$ cat src/rtl/shiftreg_pkg.sv
// Shared definitions for the serial-in/parallel-out receiver.
// Holds the FSM state encoding used by shiftreg_sipo_rx.
package shiftreg_pkg;

    typedef enum logic {
        IDLE  = 1'b0,
        SHIFT = 1'b1
    } state_e;

    localparam int SIPO_DEFAULT_W = 4;

endpackage : shiftreg_pkg

$ cat src/rtl/shiftreg_sipo_rx.sv
// Serial-in/parallel-out receiver: LSB-first frames of DATA_W bits into a
// one-deep holding register with valid/ready handshake and a sticky overrun.
module shiftreg_sipo_rx
    import shiftreg_pkg::*;
#(
    parameter int DATA_W = SIPO_DEFAULT_W
) (
    input  logic              clk,
    input  logic              rst_n,
    input  logic              sin_start,
    input  logic              sin,
    input  logic              sin_valid,
    output logic [DATA_W-1:0] dout,
    output logic              dout_valid,
    input  logic              dout_ready,
    input  logic              ovr_clr,
    output logic              overrun
);

    localparam int CNT_W = (DATA_W > 1) ? $clog2(DATA_W) : 1;
    localparam logic [CNT_W-1:0] LAST_CNT = CNT_W'(DATA_W - 1);
    localparam logic [CNT_W-1:0] CNT_ONE  = CNT_W'(1);

    state_e              state_q, state_d;
    logic [CNT_W-1:0]    bitcnt_q, bitcnt_d;
    // Only DATA_W-1 bits are kept: the bit that would fall out of the LSB
    // on the completing shift is never observable, the word is taken from word_s.
    logic [DATA_W-2:0]   shreg_q, shreg_d;
    logic [DATA_W-1:0]   dout_q, dout_d;
    logic                dout_valid_q, dout_valid_d;
    logic                overrun_q, overrun_d;

    logic [DATA_W-1:0]   word_s;
    logic                word_done_s;
    logic                consume_s;
    logic                ovr_set_s;

    // Frame FSM, shift register and bit counter next-state logic.
    always_comb begin
        state_d     = state_q;
        shreg_d     = shreg_q;
        bitcnt_d    = bitcnt_q;
        word_done_s = 1'b0;
        word_s      = {sin, shreg_q};
        if (sin_start) begin
            state_d  = SHIFT;
            shreg_d  = {(DATA_W-1){1'b0}};
            bitcnt_d = {CNT_W{1'b0}};
        end else begin
            case (state_q)
                IDLE: begin
                    state_d = IDLE;
                end
                SHIFT: begin
                    if (sin_valid) begin
                        shreg_d = word_s[DATA_W-1:1];
                        if (bitcnt_q == LAST_CNT) begin
                            word_done_s = 1'b1;
                            state_d     = IDLE;
                            bitcnt_d    = {CNT_W{1'b0}};
                        end else begin
                            bitcnt_d = bitcnt_q + CNT_ONE;
                        end
                    end else begin
                        state_d = SHIFT;
                    end
                end
                default: begin
                    state_d  = IDLE;
                    bitcnt_d = {CNT_W{1'b0}};
                end
            endcase
        end
    end

    // Holding register handshake and sticky overrun next-state logic.
    always_comb begin
        consume_s    = dout_valid_q & dout_ready;
        dout_d       = dout_q;
        dout_valid_d = dout_valid_q;
        ovr_set_s    = 1'b0;
        if (word_done_s) begin
            if (!dout_valid_q || consume_s) begin
                dout_d       = word_s;
                dout_valid_d = 1'b1;
            end else begin
                ovr_set_s = 1'b1;
            end
        end else if (consume_s) begin
            dout_valid_d = 1'b0;
        end else begin
            dout_valid_d = dout_valid_q;
        end

        // A same-edge set beats the clear so a drop is never lost.
        if (ovr_set_s) begin
            overrun_d = 1'b1;
        end else if (ovr_clr) begin
            overrun_d = 1'b0;
        end else begin
            overrun_d = overrun_q;
        end
    end

    // State registers with asynchronous active-low reset.
    always_ff @(posedge clk or negedge rst_n) begin
        if (!rst_n) begin
            state_q      <= IDLE;
            bitcnt_q     <= {CNT_W{1'b0}};
            shreg_q      <= {(DATA_W-1){1'b0}};
            dout_q       <= {DATA_W{1'b0}};
            dout_valid_q <= 1'b0;
            overrun_q    <= 1'b0;
        end else begin
            state_q      <= state_d;
            bitcnt_q     <= bitcnt_d;
            shreg_q      <= shreg_d;
            dout_q       <= dout_d;
            dout_valid_q <= dout_valid_d;
            overrun_q    <= overrun_d;
        end
    end

    assign dout       = dout_q;
    assign dout_valid = dout_valid_q;
    assign overrun    = overrun_q;

endmodule : shiftreg_sipo_rx

$ cat config.mk
export PLATFORM = sky130hd
export DESIGN_NAME = shiftreg_sipo_rx
export DESIGN_NICKNAME = d
export VERILOG_FILES = /design/src/rtl/shiftreg_pkg.sv /design/src/rtl/shiftreg_sipo_rx.sv
export SDC_FILE = /design/constraint.sdc
export NUM_CORES = 1
export LEC_CHECK = 0
export ABC_CLOCK_PERIOD_IN_PS = 1200
export CORE_AREA = 2 2 39 41
export CTS_CLUSTER_SIZE = 30
export DETAILED_ROUTE_END_ITERATION = 16
export DIE_AREA = 0 0 41 43
export GPL_TIMING_DRIVEN = 0
export HOLD_SLACK_MARGIN = 0.06
export PLACE_DENSITY = 0.63
export SYNTH_ARGS = -nofsm -noshare
export SYNTH_HDL_FRONTEND = slang
export SYNTH_SLANG_ARGS = --single-unit
export TNS_END_PERCENT = 100
$ cat constraint.sdc
create_clock -name clk -period 1.2 [get_ports clk]
set_input_delay 0.12 -clock clk [delete_from_list [all_inputs] [get_ports clk]]
set_output_delay 0.12 -clock clk [all_outputs]
set_load 0.02 [all_outputs]
=== Word level (Yosys, flattened, before mapping) ===
Cells that the tools add are included.
W data, S select, Z words.

* Flip-flop bits (word level): 12
* Word-level logic and storage cells: 42

* Add/sub/neg operators: 1
* Bitwise operators: 2
* Equal/unequal tests: 2
* Mux-type cells: 22
* Reduce and logical (&&, ||, !) cells: 9

{| class="wikitable"
|+ Operator list
! kind !! count
|-
| $mux W1 || 14
|-
| $mux W3 || 3
|-
| $mux W2 || 4
|-
| $reduce_bool A2 Y1 || 4
|-
| $reduce_and A2 Y1 || 3
|-
| $add A2 B1 Y2 const B || 1
|-
| $eq A2 B2 Y1 const B || 1
|-
| $ne A2 B1 Y1 const B || 1
|-
| $pmux W1 S2 || 1
|-
| $and A1 B1 Y1 || 1
|-
| $logic_not A1 Y1 || 1
|-
| $logic_or A1 B1 Y1 || 1
|-
| $not A1 Y1 || 1
|}

=== Depth between registers and ports, before layout ===
* Depth in word-level cells: 7
* Gate-level depth with buffers: 4
* Gate-level depth less buffers: 4

=== Worst setup path before layout ===
OpenSTA, ideal clock, no wires.

* Path type: flip-flop to flip-flop
* From: register bitcnt_q[0]
* To: register dout_q[3] (netlist: dout[3])
* Clock period less this slack: 1.311 ns
* Data arrival time: 1.186 ns
* Path buffers: 0
* Slack: -0.111 ns
* Stages on the path, launching flop included: 5
* Data required time: 1.075 ns
* Cells stage by stage: dfrtp_1 -> ha_1 -> nand4b_4 -> nor2b_4 -> mux2_2

* Cells in the longest elaborated chain, start to end: 6

{| class="wikitable"
|+ Ends and longest elaborated chain
! what !! line !! RTL
|-
| start: declaration || shiftreg_sipo_rx.sv:25 || <nowiki>logic [CNT_W-1:0] bitcnt_q, bitcnt_d;</nowiki>
|-
| start signal: assignment || shiftreg_sipo_rx.sv:109 || <nowiki>bitcnt_q <= {CNT_W{1'b0}};</nowiki>
|-
| start signal: assignment || shiftreg_sipo_rx.sv:116 || <nowiki>bitcnt_q <= bitcnt_d;</nowiki>
|-
| $eq A2 B2 Y1 || shiftreg_sipo_rx.sv:57 || <nowiki>if (bitcnt_q == LAST_CNT) begin</nowiki>
|-
| $mux W1 || shiftreg_sipo_rx.sv:57 ||
|-
| $mux W1 || shiftreg_sipo_rx.sv:55 || <nowiki>if (sin_valid) begin</nowiki>
|-
| $mux W1 || shiftreg_sipo_rx.sv:50 || <nowiki>case (state_q)</nowiki>
|-
| $mux W1 || shiftreg_sipo_rx.sv:45 || <nowiki>if (sin_start) begin</nowiki>
|-
| $reduce_and A2 Y1 (no line) || -- ||
|-
| end signal: assignment || shiftreg_sipo_rx.sv:111 || <nowiki>dout_q <= {DATA_W{1'b0}};</nowiki>
|-
| end signal: assignment || shiftreg_sipo_rx.sv:118 || <nowiki>dout_q <= dout_d;</nowiki>
|-
| end: declaration || shiftreg_sipo_rx.sv:29 || <nowiki>logic [DATA_W-1:0] dout_q, dout_d;</nowiki>
|}

No other way between the ends.
A chain may end at the register's enable or synchronous reset.

=== Final worst setup path ===
* From: register bitcnt_q[1]
* To: register dout_q[3] (netlist: dout[3])

The elaborated chain is that of the path after synthesis.

==> impl_metrics.yaml <==
sta:
  final-max-slew-violation-count: 0
  grt_setup_unrepaired: "yes"
  max_freq_mhz: 768
  finClkSkew_ns: 0.00143
  tightest_slew_ns: 0.525
  min_period_ns: 1.30
  max_slew_margin_pct: 64.9
  finalSetupViolations: 4
  fin_ws_ns: -0.102
  hold_viol_final: 0
  period_share_pct: 109
clock_tree:
  clkTransAtPathRegs_ns: 0.07
  cts_buffers: 3
  clkLatencyLatePin_ns: 0.27
  cts_root_buf: "clkbuf_4"
  cts-htree-levels: 1
  clock_sinks: 12
  cts_tree: "done"
  clockBufferDepth: 2
routing:
  dr.first_iter.drc_count: 9
  via_count: 372
  routedWlPerCell_um: 11.3
  drc: 0
  vias_per_cell: 4.89
  wl_um: 860
  antenna_left: 0
  drt_pass1_iterations: 3
grt:
  antenna_found_initial: 0
  groute.usage.overall_pct: 13.2
  grt_pass1_vias: 333
  grt_pass1_wl_um: 1520
  overflow: 0
  grt_max_degree: 13
final_layout:
  final_core_utilization_pct: 52.3
  nFillCells: 139
  fin_cells: 76
  antennaDiodeCount: 0
  drive_gt1_share_pct: 25.0
  regArea_um2: 302
  area_growth_syn_to_layout_pct: 43.8
  final_common_cell: "dfrtp_1"
  final_cell_mix: "11 x dfrtp_1, 7 x nand2_1, 6 x clkdlybuf4s50_1, 6 x dlygate4sd2_1"
  multi_input_area_um2: 226
  nets: 69
logic_synthesis:
  synth-seq-area-share_pct: 59.7
  yosys_warnings: 0
  synth_area_leaders: "dfrtp_1 60%, mux2_2 9.0%, nand2_1 5.2%"
  synth_top_area_cell: "dfrtp_1"
  synthesis.area_um2: 503
  syn_area_per_cell_um2: 12.3
  synth_seq_cells: 12
  yosysUniqueCellTypes: 14
  synth_top_area_share_pct: 59.7
  syn_inst: 41
  synth_fp_nets: 49
worst_setup_path:
  cp.required_ns: 1.36
  crit_path_end_kind: "flop"
  r2r_start: "bitcnt_q[1]$_DFFE_PN0P_"
  critPathKind: "reg2reg"
  crit_fanout: 4
  worstReg2RegEnd: "dout[3]$_DFFE_PN0P_"
  arrival_ns: 1.46
  critPathLaunchType: "flop"
  crit_path_start: "bitcnt_q[1]$_DFFE_PN0P_"
  reg2reg_slack_ns: -0.10
  reg2reg_depth: 4
placement:
  post-place-ws_ns: -0.387
  place_congestion: 0.702
  dpl.hpwl_um: 616
  placed_cells: 69
  port_buffers: 12
floorplanning:
  die_h_um: 43
  die_w_um: 41
  dieArea_um2: 1760
  core-area_um2: 1380
  start_util_pct: 36.3
  ios: 13
  rows: 14
power_and_ir_drop:
  p_leak_nw: 0.355
  power_density_nw_per_um2: 1190
  ir_worst_vdd_mv: 0.513
status:
  violations: "setup timing"
  status: "finished, violations left"
hold_path:
  hp-class: "in2async"
job:
  maxCapViolCount: 0
-- routing by layer --
metal	track usage [%]	vias up	part of all wire, %
met3	4.71	2	6.5
met1	18.5	181	45
li1	-	180	-
met5	0	-	0
met4	8.00	0	0.47
met2	16.9	9	48
-- worst max-delay path by stage --
stage | end | depth (start not counted)
after floorplan | dout[3]$_DFFE_PN0P_ | 4
after global placement | dout[2]$_DFFE_PN0P_ | 4
after detailed placement | dout[2]$_DFFE_PN0P_ | 4
after CTS | dout[2]$_DFFE_PN0P_ | 4
after global routing | dout[2]$_DFFE_PN0P_ | 4
final | dout[3]$_DFFE_PN0P_ | 4
-- cell families after synthesis --
family / after synthesis / share of synthesized area (%)
buffers and inverters: 1 / 0.746
adder cells (fa/ha/maj): 1 / 2.49
flip-flops: 12 / 59.7
AO/OA/AOI/OAI: 6 / 6.72
multiplexers: 5 / 10.9
AND/OR/NAND/NOR: 16 / 19.4
-- synth_stat cells --
library cell	n
mux2i_1	1
nand4b_4	1
nand2_1	7
nand2b_1	1
nand3_1	4
ha_1	1
nor2_1	2
a21o_1	1
dfrtp_1	12
nor2b_4	1
o22ai_1	1
inv_1	1
a21oi_1	4
mux2_2	4
-- cell type report --
cell class              count  area share [%]
inverters                   1           0.519
clock buffers               4            5.02
repair buffers             15            18.7
multi-input cells          28            31.3
flip-flops and latches     12            41.7
well taps                  16            2.77
-- power breakdown --
group / leakage [nW] / switching, mW / internal, mW
combinational: 0.175 / 0.0493 / 0.0583
sequential: 0.159 / 0.0136 / 0.423
clock: 0.0210 / 0.130 / 0.184
-- flip-flops by register name (all words and copies together) (netlist names) --
signal	cells
shreg_q	3
dout_valid	1
bitcnt_q	2
state_q	1
dout	4
overrun	1
-- critical path: stages, from the launching register on --
cell	delay (ns)
dfrtp_1	0.39
ha_4	0.16
nand4b_4	0.10
nor2b_4	0.22
mux2_4	0.32
-- timing repair --
action | in CTS | in global routing
hold endpoints to repair | 0 | 0
endpoints found under the setup margin | 10 | 4
hold buffers | 0 | 0
buffers inserted | 3 | 0
pin swaps | 1 | 1
gates resized for setup | 8 | 3
-- metrics by stage --
step | hold slack [ns] | cell area [um^2] | setup TNS [ns] | power, mW
detailed placement | 0.499 | 656 | -1.93 | 0.549
global route | 0.234 | 723 | -0.627 | 0.914
finish | 0.194 | 723 | -0.397 | 0.858
floorplan | -0.176 | 515 | -0.215 | 0.490
CTS | 0.218 | 714 | -0.461 | 0.874
global placement | 0.493 | 656 | -2.13 | 0.547
Power figures use the tool's default switching activity.
